--- src/rtl/bit_scanner.sv ---
// Serial bit scanner: popcount, trailing ones from the LSB or leading ones from
// the MSB, examining one operand bit per cycle with early exit for run counts.
module bit_scanner #(
  parameter int W  = 7,
  parameter int CW = $clog2(W + 1)
) (
  input  logic         clk,
  input  logic         rst_n,
  input  logic         start,
  input  logic [1:0]   sel,
  input  logic [W-1:0] sw,
  output logic [W-1:0] led,
  output logic         busy,
  output logic         done
);

  typedef enum logic [1:0] {
    IDLE = 2'd0,
    SCAN = 2'd1,
    DONE = 2'd2
  } state_t;

  state_t        state, state_nxt;
  logic [W-1:0]  opnd;
  logic [1:0]    mode;
  logic [CW-1:0] cnt;
  logic [CW-1:0] idx;

  logic          exam_bit;
  logic [CW-1:0] cnt_sum;
  logic          is_last;
  logic          run_mode;
  logic          term;

  // Loop-based select keeps the index width independent of W.
  function automatic logic pick_bit(input logic [W-1:0] op, input logic [1:0] md,
                                    input logic [CW-1:0] ix);
    logic b;
    b = 1'b0;
    for (int i = 0; i < W; i++) begin
      if (md == 2'b10) begin
        if (ix == CW'(W - 1 - i)) b = op[i];
      end else begin
        if (ix == CW'(i)) b = op[i];
      end
    end
    return b;
  endfunction

  always_comb begin
    exam_bit  = pick_bit(opnd, mode, idx);
    cnt_sum   = cnt + CW'(exam_bit);
    is_last   = (idx == CW'(W - 1));
    run_mode  = (mode == 2'b01) || (mode == 2'b10);
    term      = run_mode ? (!exam_bit || is_last) : is_last;
    state_nxt = state;
    case (state)
      IDLE:    if (start) state_nxt = SCAN;
      SCAN:    if (term) state_nxt = DONE;
      DONE:    state_nxt = IDLE;
      default: state_nxt = IDLE;
    endcase
  end

  always_ff @(posedge clk or negedge rst_n) begin
    if (!rst_n) state <= IDLE;
    else        state <= state_nxt;
  end

  always_ff @(posedge clk or negedge rst_n) begin
    if (!rst_n) begin
      opnd <= '0;
      mode <= '0;
      cnt  <= '0;
      idx  <= '0;
      led  <= '0;
    end else begin
      case (state)
        IDLE: begin
          if (start) begin
            opnd <= sw;
            mode <= sel;
            cnt  <= '0;
            idx  <= '0;
          end
        end
        SCAN: begin
          cnt <= cnt_sum;
          idx <= idx + CW'(1);
          // Final count includes the bit examined on the terminating edge.
          if (term) led <= W'(cnt_sum);
        end
        default: ;
      endcase
    end
  end

  assign busy = (state != IDLE);
  assign done = (state == DONE);

endmodule

--- config.mk ---
export PLATFORM = sky130hd
export DESIGN_NAME = bit_scanner
export DESIGN_NICKNAME = d
export VERILOG_FILES = /design/src/rtl/bit_scanner.sv
export SDC_FILE = /design/constraint.sdc
export NUM_CORES = 1
export LEC_CHECK = 0
export CAP_MARGIN = 15
export CORE_ASPECT_RATIO = 1.1
export CORE_UTILIZATION = 50
export CTS_CLUSTER_DIAMETER = 100
export DETAILED_ROUTE_END_ITERATION = 6
export DONT_BUFFER_PORTS = 1
export HOLD_SLACK_MARGIN = 0.06
export SETUP_SLACK_MARGIN = 0.15
export SLEW_MARGIN = 0
export SYNTH_ARGS = -nofsm -noshare
export SYNTH_HDL_FRONTEND = slang
export SYNTH_SLANG_ARGS = --single-unit
--- constraint.sdc ---
create_clock -name clk -period 6.3 [get_ports clk]
set_input_delay 1.575 -clock clk [delete_from_list [all_inputs] [get_ports clk]]
set_output_delay 1.575 -clock clk [all_outputs]
set_load 0.05 [all_outputs]
; Word level (Yosys, flattened, before mapping)
; Cells that the tools add are included.
[totals]
regBits = 20
output_inout_bits = 9
word_cells = 57
input_bits = 12
[op_classes]
reduce_logical = 11
n_mux = 26
addsub = 2
n_eq_ne = 12
[op_table]
columns = op, count
row1 = 1-bit two-way mux, 20
row2 = 3-bit one-hot mux with 2 select lines, 2
row3 = 3-bit equality test (second input constant), 3
row4 = 2-bit AND reduction, 4
row5 = 3-bit by 2-bit equality test with 1-bit output (second input constant), 2
row6 = 2-bit by 1-bit equality test with 1-bit output (second input constant), 2
row7 = 2-bit equality test (second input constant), 2
row8 = 2-bit two-way mux, 2
row9 = 2-bit inequality test (second input constant), 2
row10 = 2-bit one-hot mux with 2 select lines, 1
row11 = 2-bit nonzero test, 2
row12 = 3-bit by 1-bit adder with 3-bit output, 1
row13 = 3-bit by 1-bit adder with 3-bit output (second input constant), 1
row14 = 3-bit by 1-bit equality test with 1-bit output (second input constant), 1
row15 = 3-bit zero test, 1
row16 = 3-bit two-way mux, 1
row17 = 2-bit zero test, 1
row18 = 1-bit logical OR, 2
row19 = 1-bit zero test, 1

; Depth between registers and ports, before layout
[logic_depth]
word_depth = 19
depth_mapped = 13
depth_no_buf = 12

; Worst setup path before layout
; No wires, ideal clock.
[synth_path]
path_kind = reg-to-reg
from = reg idx[0]
to = reg led[2]
arrival_ns = 2.669
period_less_slack_ns = 2.794
required_time_ns = 6.175
path_stages_with_launch = 12
setup_slack_ns = 3.506
path_buffers = 1
setup_ns = 0.125
path_cell_list = dfrtp_1 -> inv_1 -> ha_1 -> buf_6 -> or4b_1 -> o21ai_1 -> a21oi_2 -> or3_1 -> ha_1 -> ha_1 -> xor2_1 -> mux2_2
[synth_between]
elab_chain_cells = 18
word_cells_on_any_way = 31
cone_classes = 1 x add/sub / 6 x eq/ne / 20 x mux / 4 x reduce/logical
[synth_lines]
columns = item, line_no
row1 = from (decl), 27  ; logic [CW-1:0] idx;
row2 = from (signal assigned), 89  ; idx <= idx + CW'(1);
row3 = "parallel branches: the longest is 18 deep, another holds 3-bit equality test", -
row4 = to (signal assigned), 91  ; if (term) led <= W'(cnt_sum);
row5 = to (decl), 12  ; output logic [W-1:0] led,
; Parallel ways; which one is timed is not known.
; A chain may end at the register's enable or synchronous reset.

; Worst setup path after layout
[layout_path]
from = reg state[0]
to = out done
[layout_between]
elab_chain_cells = 1
[layout_lines]
columns = item, line_no
row1 = from (decl), 23  ; state_t state, state_nxt;
row2 = from (signal assigned), 67  ; else state <= state_nxt;
row3 = 2-bit equality test, 99  ; assign done = (state == DONE);
row4 = to (decl), 14  ; output logic done
; No other way between the ends.

==> flow_metrics.py <==
metrics = {
    "run_status": {
        "status": "finished clean",
    },
    "clock_tree": {
        "cts_buffers": 3,
        "htree_levels": 1,
        "clockRootBuffer": "clkbuf_4",
        "cts_tree": "done",
        "holdBufCountCts": 0,
        "clk_latency_ps": 300,
        "clock_sinks": 20,
        "cts_max_path_buffers": 2,
        "cts_resized": 0,
        "post_cts_buffers": 0,
        "clk_pin_slew_ps": 100,
    },
    "place": {
        "place_hpwl_mm": 1.437,
        "io_buffers": 0,
        "pre_cts_slack_ps": 3410,
        "placedCellCount": 137,
        "post_dp_cell_area_um2": 1159,
        "gp_congestion": 0.7765,
    },
    "critical_path": {
        "slowest_delay_ps": 730,
        "startpoint_type": "flip-flop",
        "cpMaxStageDelayCell": "nor2b_1",
        "crit_required_ps": 4720,
        "cp_num_buf_inv": 0,
        "cp_top_family": "simple AND/OR/NAND/NOR gates",
        "worstPathArrival_ps": 1440,
        "crit_chain": "nor2b_1",
        "worstSetupPathType": "reg -> out",
        "endpoint_kind": "output port",
        "cp_max_fo": 4,
    },
    "sta": {
        "finalCritPeriodShare": 0.4788,
        "rsz0062_at_grt": "no",
        "finalSetupTns_ps": 0,
        "final-setup-viol-count": 0,
        "period_minus_slack_ps": 3017,
        "setup_ws_ps": 3283,
        "fin_hold_ws_ps": 517.9,
        "worst_pin_slew_ps": 925.6,
        "slew_viol_final": 0,
        "max_slew_margin": 0.3817,
        "max_freq_mhz": 331.5,
        "clock_skew_ps": 3.124,
        "hold_violations": 0,
    },
    "global_routing": {
        "overflow": 0,
        "grt_pass1_wl_mm": 3.318,
        "antenna_found_initial": 0,
        "grt.total_usage": 0.1960,
        "grt_max_degree": 21,
        "first_global_vias": 750,
    },
    "die": {
        "core-area_um2": 2106,
        "rows": 17,
        "start_util": 0.5526,
        "boundaryPins": 21,
        "die_h_um": 52.60,
        "chipWidth_um": 48.00,
        "dieArea_um2": 2524,
    },
    "drt": {
        "vias": 786,
        "route.detailed.drc": 0,
        "detail-route-antenna-nets": 0,
        "drt_iter0_drc": 10,
        "wirelength_mm": 1.996,
        "wl_met1_mm": 1.004,
        "routed.top_layer": "met4",
        "firstDrtPassIters": 4,
        "wl_per_cell_um": 14.26,
        "viasPerCell": 5.614,
        "wl_met2_um": 859,
        "route.met3.wl_um": 76,
    },
    "power": {
        "p_sw_mw": 0.2906,
        "total_power_mw": 0.6397,
        "combinationalPowerShare": 0.502,
        "power_switching_share": 0.4542,
        "pwr_density_cell_nw_per_um2": 541.6,
        "pwr-share-clk": 0.091,
        "seqPwrFrac": 0.407,
        "leakage_nw": 0.5311,
        "intPower_mw": 0.3491,
        "ir_drop_mv": 0.3097,
    },
    "logic_synthesis": {
        "syn_area_um2": 1164,
        "yosysMostFrequentCell": "dfrtp_1",
        "ys_types": 36,
        "synth_top_area_cell": "dfrtp_1",
        "async_flop_share": 1.000,
        "synth-edff-count": 0,
        "synth_top_area_share": 0.4301,
        "synth_seq_area_share": 0.4301,
        "syn-instance-count": 114,
        "postSynthAreaPerCell_um2": 10.21,
        "synth_common_cells": "dfrtp_1, nand2_1, mux2_2",
        "yosys_register_bits": 20,
        "yosysWarnings": 0,
        "synth_top_flop_cell": "dfrtp_1",
        "synthTopCellsByArea": "dfrtp_1, mux2_2, ha_1, o21ai_0, nand2_1",
    },
    "final_layout": {
        "multi_input_area_um2": 593.1,
        "antenna_cells": 0,
        "fin_util": 0.5609,
        "drive_gt1_frac": 0.1696,
        "regArea_um2": 500.5,
        "instances_no_fill": 140,
        "design_area_um2": 1181,
        "area_growth_pct": 1.505,
        "fillers": 186,
        "nets": 134,
    },
    "hold_path": {
        "hp-class": "reg -> reg",
    },
    "job": {
        "drv_cap": 0,
    },
}
[metal layers]
layer	global-route usage	vias up
li1	-	392
met1	0.2577	370
met2	0.2838	19
met3	0.03793	5
met4	0.1296	0
met5	0	-
[cell usage in the layout, fill, tap and decap left out]
cell type	count
dfrtp_1	20
nand2_1	12
mux2_2	11
o21ai_0	9
ha_1	8
inv_1	6
nor2_1	5
nor2b_1	4
conb_1	4
nand3_1	3
nor3_1	3
a21oi_1	3
clkbuf_4	3
or3_1	2
or2_2	1
nand3b_1	1
a2111o_1	1
or4b_1	1
o221ai_1	1
o21ai_1	1
a22oi_1	1
a21oi_2	1
and3b_1	1
a21o_1	1
o211ai_1	1
a221oi_2	1
nand2b_1	1
o31ai_4	1
o22ai_1	1
xor2_1	1
o41ai_1	1
o31ai_1	1
buf_4	1
[state kept, by name (all words and copies together) (netlist names)]
signal and cells:
opnd 7, led 3, cnt 3, idx 3, state 2, mode 2
[layout make-up]
cell class | count | share of cell area
multi-input combinational | 82 | 0.5021
sequential | 20 | 0.4237
tap | 28 | 0.02966
clock buffer | 3 | 0.01907
timing repair buffer | 1 | 0.006356
inverter | 6 | 0.01907
[power groups by stage]
stage / Clock, mW / Sequential, mW / Combinational, mW
floorplan: 0 / 0.247 / 0.287
global placement: 0 / 0.262 / 0.320
finish: 0.0583 / 0.260 / 0.321
detailed placement: 0 / 0.264 / 0.322
global route: 0.0659 / 0.268 / 0.362
CTS: 0.0621 / 0.260 / 0.324
[worst reg2reg max path, cell delays in order, from the launching register on]
cell and delay [ps]:
dfrtp_1 420, inv_1 80, ha_1 300, or4b_1 540
o21ai_1 170, a21oi_2 110, or3_1 380, ha_1 190
ha_1 210, xor2_1 170, mux2_2 260
[worst paths after layout]
| path | slack [ps] | endpoint | from | depth (start not counted) |
|---|---|---|---|---|
| min in group asynchronous | 960 | idx[1] | rst_n | 0 |
| worst max register to register | 3380 | led[2] | idx[0] | 10 |
| worst min-delay path | 520 | mode[1] | mode[1] | 1 |
| worst min register to register | 520 | mode[1] | mode[1] | 1 |
| max in group asynchronous | 5270 | opnd[0] | rst_n | 0 |
| worst max-delay path | 3280 | done | state[0] | 1 |
[kinds of logic (layout without fill, tap and decap cells)]
group | Yosys count | count (layout) | share of synthesized area
multiplexers | 11 | 11 | 0.1065
AND/OR/NAND/NOR | 34 | 34 | 0.1462
AO/OA/AOI/OAI | 24 | 24 | 0.1505
adder cells (fa/ha/maj) | 8 | 8 | 0.08602
XOR/XNOR | 1 | 1 | 0.007528
buffers and inverters | 15 | 10 | 0.06989
flip-flops | 20 | 20 | 0.4301
other | 1 | 4 | 0.003223
No activity file was read; power rests on OpenSTA's default activity.
